==> src/rtl/compressor_scan_harness_pkg.sv <==
// Shared types and sizing helpers for the compressor scan harness.
package compressor_harness_pkg;

  typedef enum logic [2:0] {
    IDLE,
    LOAD,
    EVAL,
    CAPT,
    UNLOAD
  } state_t;

  // Wide enough to hold the largest per-state cycle count without wrapping.
  function automatic int cnt_width(input int width, input int n_dst, input int eval_cyc);
    int m;
    m = width;
    if (n_dst > m) m = n_dst;
    if (eval_cyc > m) m = eval_cyc;
    return $clog2(m + 1);
  endfunction

endpackage

==> src/rtl/compressor_scan_harness_if.sv <==
// Pad-side bundle of the scan harness: operand scan-in, core buses, result scan-out.
interface compressor_scan_harness_if #(
  parameter int N_CH  = 31,
  parameter int WIDTH = 31,
  parameter int N_DST = 37
);
  logic                  start;
  logic [N_CH-1:0]       sin;
  logic [N_CH*WIDTH-1:0] src_bus;
  logic [N_DST-1:0]      dst_bus;
  logic                  sout;
  logic                  sout_valid;
  logic                  busy;
  logic                  done;

  modport master (
    output start, sin, dst_bus,
    input  src_bus, sout, sout_valid, busy, done
  );

  modport slave (
    input  start, sin, dst_bus,
    output src_bus, sout, sout_valid, busy, done
  );
endinterface

==> src/rtl/compressor_scan_harness_sreg_chan.sv <==
// One operand channel: MSB-first serial shift register with synchronous clear.
module sreg_chan #(
  parameter int WIDTH = 31
) (
  input  logic             clk,
  input  logic             rst,
  input  logic             shift_en,
  input  logic             sin,
  output logic [WIDTH-1:0] q
);

  logic [WIDTH-1:0] q_d;

  generate
    if (WIDTH > 1) begin : g_wide
      assign q_d = {q[WIDTH-2:0], sin};
    end else begin : g_one
      assign q_d = sin;
    end
  endgenerate

  always_ff @(posedge clk) begin
    if (rst) begin
      q <= '0;
    end else if (shift_en) begin
      q <= q_d;
    end
  end

endmodule

==> src/rtl/compressor_scan_harness.sv <==
// Scan harness top: loads operands serially, lets the core settle, captures
// its result and shifts it out LSB-first with start/busy/done handshake.
module compressor_scan_harness
  import compressor_harness_pkg::*;
#(
  parameter int N_CH     = 31,
  parameter int WIDTH    = 31,
  parameter int N_DST    = 37,
  parameter int EVAL_CYC = 1
) (
  input logic clk,
  input logic rst,
  compressor_scan_harness_if.slave bus
);

  localparam int CW = cnt_width(WIDTH, N_DST, EVAL_CYC);
  localparam logic [CW-1:0] LOAD_LAST   = CW'(WIDTH - 1);
  localparam logic [CW-1:0] EVAL_LAST   = CW'(EVAL_CYC - 1);
  localparam logic [CW-1:0] UNLOAD_LAST = CW'(N_DST - 1);

  state_t              state_q, state_d;
  logic [CW-1:0]       cnt_q, cnt_d;
  logic [N_DST-1:0]    cap_q, cap_d;
  logic                done_q, done_d;
  logic                shift_en;
  logic [N_CH-1:0]     sin_w;
  logic [N_CH*WIDTH-1:0] src_flat;

  assign shift_en = (state_q == LOAD);
  assign sin_w    = bus.sin;

  // Operand registers only move during LOAD, so the core inputs stay
  // stable through EVAL, unload, done and IDLE.
  genvar gi;
  generate
    for (gi = 0; gi < N_CH; gi++) begin : g_chan
      sreg_chan #(.WIDTH(WIDTH)) u_chan (
        .clk     (clk),
        .rst     (rst),
        .shift_en(shift_en),
        .sin     (sin_w[gi]),
        .q       (src_flat[gi*WIDTH +: WIDTH])
      );
    end
  endgenerate

  always_ff @(posedge clk) begin
    if (rst) begin
      state_q <= IDLE;
      cnt_q   <= '0;
      cap_q   <= '0;
      done_q  <= 1'b0;
    end else begin
      state_q <= state_d;
      cnt_q   <= cnt_d;
      cap_q   <= cap_d;
      done_q  <= done_d;
    end
  end

  always_comb begin
    state_d = state_q;
    cnt_d   = cnt_q;
    cap_d   = cap_q;
    done_d  = 1'b0;
    case (state_q)
      IDLE: begin
        if (bus.start) begin
          state_d = LOAD;
          cnt_d   = '0;
        end
      end
      LOAD: begin
        if (cnt_q == LOAD_LAST) begin
          state_d = EVAL;
          cnt_d   = '0;
        end else begin
          cnt_d = cnt_q + CW'(1);
        end
      end
      EVAL: begin
        if (cnt_q == EVAL_LAST) begin
          state_d = CAPT;
          cnt_d   = '0;
        end else begin
          cnt_d = cnt_q + CW'(1);
        end
      end
      CAPT: begin
        cap_d   = bus.dst_bus;
        state_d = UNLOAD;
        cnt_d   = '0;
      end
      UNLOAD: begin
        cap_d = cap_q >> 1;
        if (cnt_q == UNLOAD_LAST) begin
          state_d = IDLE;
          cnt_d   = '0;
          done_d  = 1'b1;
        end else begin
          cnt_d = cnt_q + CW'(1);
        end
      end
      default: begin
        state_d = IDLE;
        cnt_d   = '0;
      end
    endcase
  end

  always_comb begin
    bus.src_bus    = src_flat;
    bus.busy       = (state_q != IDLE);
    bus.sout_valid = (state_q == UNLOAD);
    bus.sout       = (state_q == UNLOAD) ? cap_q[0] : 1'b0;
    bus.done       = done_q;
  end

endmodule

==> src/flat_wrapper.sv <==
// flat-port wrapper written by rule: the top's interface ports become plain ports
module compressor_scan_harness_flat import compressor_harness_pkg::*;
#(
  parameter int N_CH     = 31,
  parameter int WIDTH    = 31,
  parameter int N_DST    = 37,
  parameter int EVAL_CYC = 1
)
  (clk, rst, bus_start, bus_sin, bus_dst_bus, bus_src_bus, bus_sout, bus_sout_valid, bus_busy, bus_done);
  compressor_scan_harness_if #(.N_CH(N_CH), .WIDTH(WIDTH), .N_DST(N_DST)) bus_i ();
  input logic clk;
  input logic rst;
  input wire logic [$bits(bus_i.start)-1:0] bus_start;
  input wire logic [$bits(bus_i.sin)-1:0] bus_sin;
  input wire logic [$bits(bus_i.dst_bus)-1:0] bus_dst_bus;
  output wire logic [$bits(bus_i.src_bus)-1:0] bus_src_bus;
  output wire logic [$bits(bus_i.sout)-1:0] bus_sout;
  output wire logic [$bits(bus_i.sout_valid)-1:0] bus_sout_valid;
  output wire logic [$bits(bus_i.busy)-1:0] bus_busy;
  output wire logic [$bits(bus_i.done)-1:0] bus_done;
  assign bus_i.start = bus_start;
  assign bus_i.sin = bus_sin;
  assign bus_i.dst_bus = bus_dst_bus;
  assign bus_src_bus = bus_i.src_bus;
  assign bus_sout = bus_i.sout;
  assign bus_sout_valid = bus_i.sout_valid;
  assign bus_busy = bus_i.busy;
  assign bus_done = bus_i.done;
  compressor_scan_harness #(.N_CH(N_CH), .WIDTH(WIDTH), .N_DST(N_DST), .EVAL_CYC(EVAL_CYC)) u_core (.clk(clk), .rst(rst), .bus(bus_i));
endmodule
==> config.mk <==
export PLATFORM = sky130hd
export DESIGN_NAME = compressor_scan_harness_flat
export DESIGN_NICKNAME = d
export VERILOG_FILES = /design/src/rtl/compressor_scan_harness_pkg.sv /design/src/rtl/compressor_scan_harness_if.sv /design/src/rtl/compressor_scan_harness_sreg_chan.sv /design/src/rtl/compressor_scan_harness.sv /design/src/flat_wrapper.sv
export SDC_FILE = /design/constraint.sdc
export NUM_CORES = 2
export LEC_CHECK = 0
export ABC_AREA = 1
export CAP_MARGIN = 0
export CORE_AREA = 3 3 405 407
export CTS_BUF_LIST = sky130_fd_sc_hd__clkbuf_8
export DETAILED_ROUTE_END_ITERATION = 12
export DIE_AREA = 0 0 408 410
export PLACE_DENSITY = 0.46
export SYNTH_ARGS = -nofsm -noshare
export SYNTH_HDL_FRONTEND = slang
export SYNTH_SLANG_ARGS = --single-unit
==> constraint.sdc <==
create_clock -name clk -period 1.75 [get_ports clk]
set_input_delay 0.35 -clock clk [delete_from_list [all_inputs] [get_ports clk]]
set_output_delay 0.35 -clock clk [all_outputs]
set_load 0.01 [all_outputs]
==> impl_metrics.ini <==
[timing]
tightest_slew_ns = 0.551
layout_setup_ws_ns = -0.275
final_max_slew_viol_count = 0
hold_viol_final = 0
setup-violations-final = 236
fin_crit_ns = 2.02
fin_skew_ns = 0.0542
rsz0062_at_grt = yes
hold_slack_ns = 0.132
fmax_ghz = 0.494
max-slew-margin-rel = 0.632
post-route-period-util = 1.16
tns_ns = -5.71

[finish]
final_area_mm2 = 0.0630
nNetsFinal = 6434
area_growth_pct = 79.8
drive_above_1_share = 0.495
finish.utilization = 0.392

[worst_setup_path]
path_class = register to primary output
worstPathArrival_ns = 1.67
path_buf_inv = 1
cp_top_family = flip-flops
r2r_slack_ns = -0.06
worst_setup_path_end_kind = primary output
worstPathCellList = nor2_4 -> nand2_4 -> nor2_4 -> buf_6
cp_slowest_stage_delay_ns = 0.35
crit_path_start_kind = register
critPathSlowestCell = dfxtp_4
worstPathMaxFanout = 3
critPathRequiredTime_ns = 1.40
path_common_cell = nor2_4

[floorplanning]
std_cell_rows = 147
io_pins = 1036
design.core.area_mm2 = 0.161
dieArea_mm2 = 0.167
initial_utilization = 0.218
die_w_um = 408
die_height_um = 410

[global_route]
met3_usage = 0.0533
grt_use_met2 = 0.309
gr-usage-all-layers = 0.180
grt_antenna_before_repair = 4
grt-busiest-layer = met2
overflow = 0
grt_pass1_vias = 34600
grt_pass1_wl_um = 230000
grt_max_degree = 112
met1_usage = 0.210

[placed_design]
port_buffers = 1035
place.detailed.hpwl_um = 110000
place_area_mm2 = 0.0485
dp_slack_ns = 0.0109
place_congestion = 0.848

[outcome]
outcome = complete, but fails checks
violations = negative setup slack

[synth]
ys_types = 19
synth-seq-area-share = 0.576
synth_area_mm2 = 0.0350
syn_avg_cell_area_um2 = 7.79
ys_seq_elements = 1008
synth_warnings = 0
syn_inst = 4495
synth_nets = 4569

[power_and_ir_drop]
peakVddDrop_mv = 0.654
p_leak_nw = 25.4
powerDensity_mw_per_mm2 = 1080

[routing]
wl_um = 173000
antenna_left = 0
vias_per_cell = 4.35
first_pass_iters = 5
wl_per_cell_um = 20.0
drc_errors = 0
drt_iter0_markers = 2764
route.vias.total = 37700

[clock_tree]
cts_tree = yes
root_buffer = clkbuf_8
cts_made_buffers = 182
cts.sinks = 1008
clkTransAtPathRegs_ns = 0.06
insertion_delay_ns = 0.86
clockBufferDepth = 3
htree_num_levels = 4

[flow_run]
max-cap-violations = 0

[min_path]
hp-class = primary input to register
==> cells in the final DEF, fill, tap and decap left out, types with 48 or more instances in the layout <==
cell type and count:
a21oi_1 980, nand2_2 51, buf_4 784, inv_1 84, nand2_1 1923, dfxtp_4 109, nor2_1 88, buf_6 975
clkbuf_16 67, clkbuf_8 224, clkdlybuf4s50_1 69, dfxtp_2 856, buf_12 48
==> cells in the mapped netlist <==
cell / instances / area (um^2)
clkbuf_1: 104 / 390
xor2_1: 3 / 26.3
buf_2: 207 / 1040
nor3_1: 1 / 5.00
nand2_1: 1976 / 7420
nor2_1: 90 / 338
dfxtp_1: 1008 / 20200
buf_4: 21 / 158
o21ai_0: 40 / 200
nor2_2: 1 / 6.26
a21oi_1: 1001 / 5010
inv_2: 3 / 11.3
nand3b_1: 2 / 15.0
nand3_1: 10 / 50.1
buf_6: 7 / 78.8
ha_1: 3 / 37.5
inv_1: 16 / 60.1
clkinv_2: 1 / 5.00
clkbuf_2: 1 / 5.00
==> registers in the layout, indices dropped and copies added, names as in the netlist <==
signal,flops
u_core.bus.done,1
u_core.cap_q,37
u_core.cnt_q,6
u_core.g_chan.u_chan.q,961
u_core.state_q,3
==> logic make-up after synthesis <==
logic type                 after synthesis  share of synthesized area
and+or+nand+nor                       2080                      0.224
AOI/OAI and AO/OA                     1041                      0.149
DFF                                   1008                      0.576
buffers and inverters                  360                     0.0498
xor gates and xnor gates                 3                   0.000750
adders and majority gates                3                    0.00107
==> through the flow <==
step / total power, mW / std cells
finish: 68.2 / 8654
global route: 71.3 / 8654
CTS: 61.1 / 8396
detailed placement: 38.4 / 7509
global placement: 38.5 / 7509
floorplan: 32.5 / 4495
==> worst min-delay path, cell delays in order <==
cell and delay, ns:
clkdlybuf4s50_1 0.40, nand2_1 0.11, a21oi_1 0.07
==> path summary, 6_finish.rpt <==
| check | depth (start not counted) | endpoint | from |
|---|---|---|---|
| worst min register to register | 2 | u_core.g_chan[16].u_chan.q[4]$_SDFFE_PP0P_ | u_core.g_chan[16].u_chan.q[3]$_SDFFE_PP0P_ |
| worst max register to register | 11 | u_core.g_chan[9].u_chan.q[16]$_SDFFE_PP0P_ | u_core.state_q[1]$_SDFFE_PP0P_ |
| worst min-delay path | 3 | u_core.g_chan[20].u_chan.q[0]$_SDFFE_PP0P_ | bus_sin[20] |
| worst max-delay path | 4 | bus_sout | u_core.state_q[1]$_SDFFE_PP0P_ |
==> final cells by class <==
type                       instances  area (um^2)
antenna                            1         2.50
timing repair buffer            2021        21500
sequential                      1008        21700
multi-input combinational       3127        13400
clock inverter                    93          547
inverter                          20          109
tap                             2160         2700
clock buffer                     224         3080
fill                           16400        97600
==> power breakdown <==
group	total, mW	internal, mW	switching (mW)
logic	22.3	9.89	12.4
clock network	22.4	11.8	10.6
registers	23.6	23.3	0.327
==> per-layer routing <==
metal / vias up / part of all wire
li1: 18200 / -
met1: 18000 / 0.41
met2: 1132 / 0.49
met3: 286 / 0.064
met4: 6 / 0.038
met5: - / 0.00020
==> repair_timing <==
action | CTS | global route
pin swaps | 1 | 13
endpoints found under the hold margin | 115 | 0
gates resized for setup | 5061 | 1599
endpoints found under the setup margin | 965 | 1519
cloned | 0 | 70
setup buffers | 540 | 189
hold buffers | 31 | 0
(Power assumes the default switching activity.)
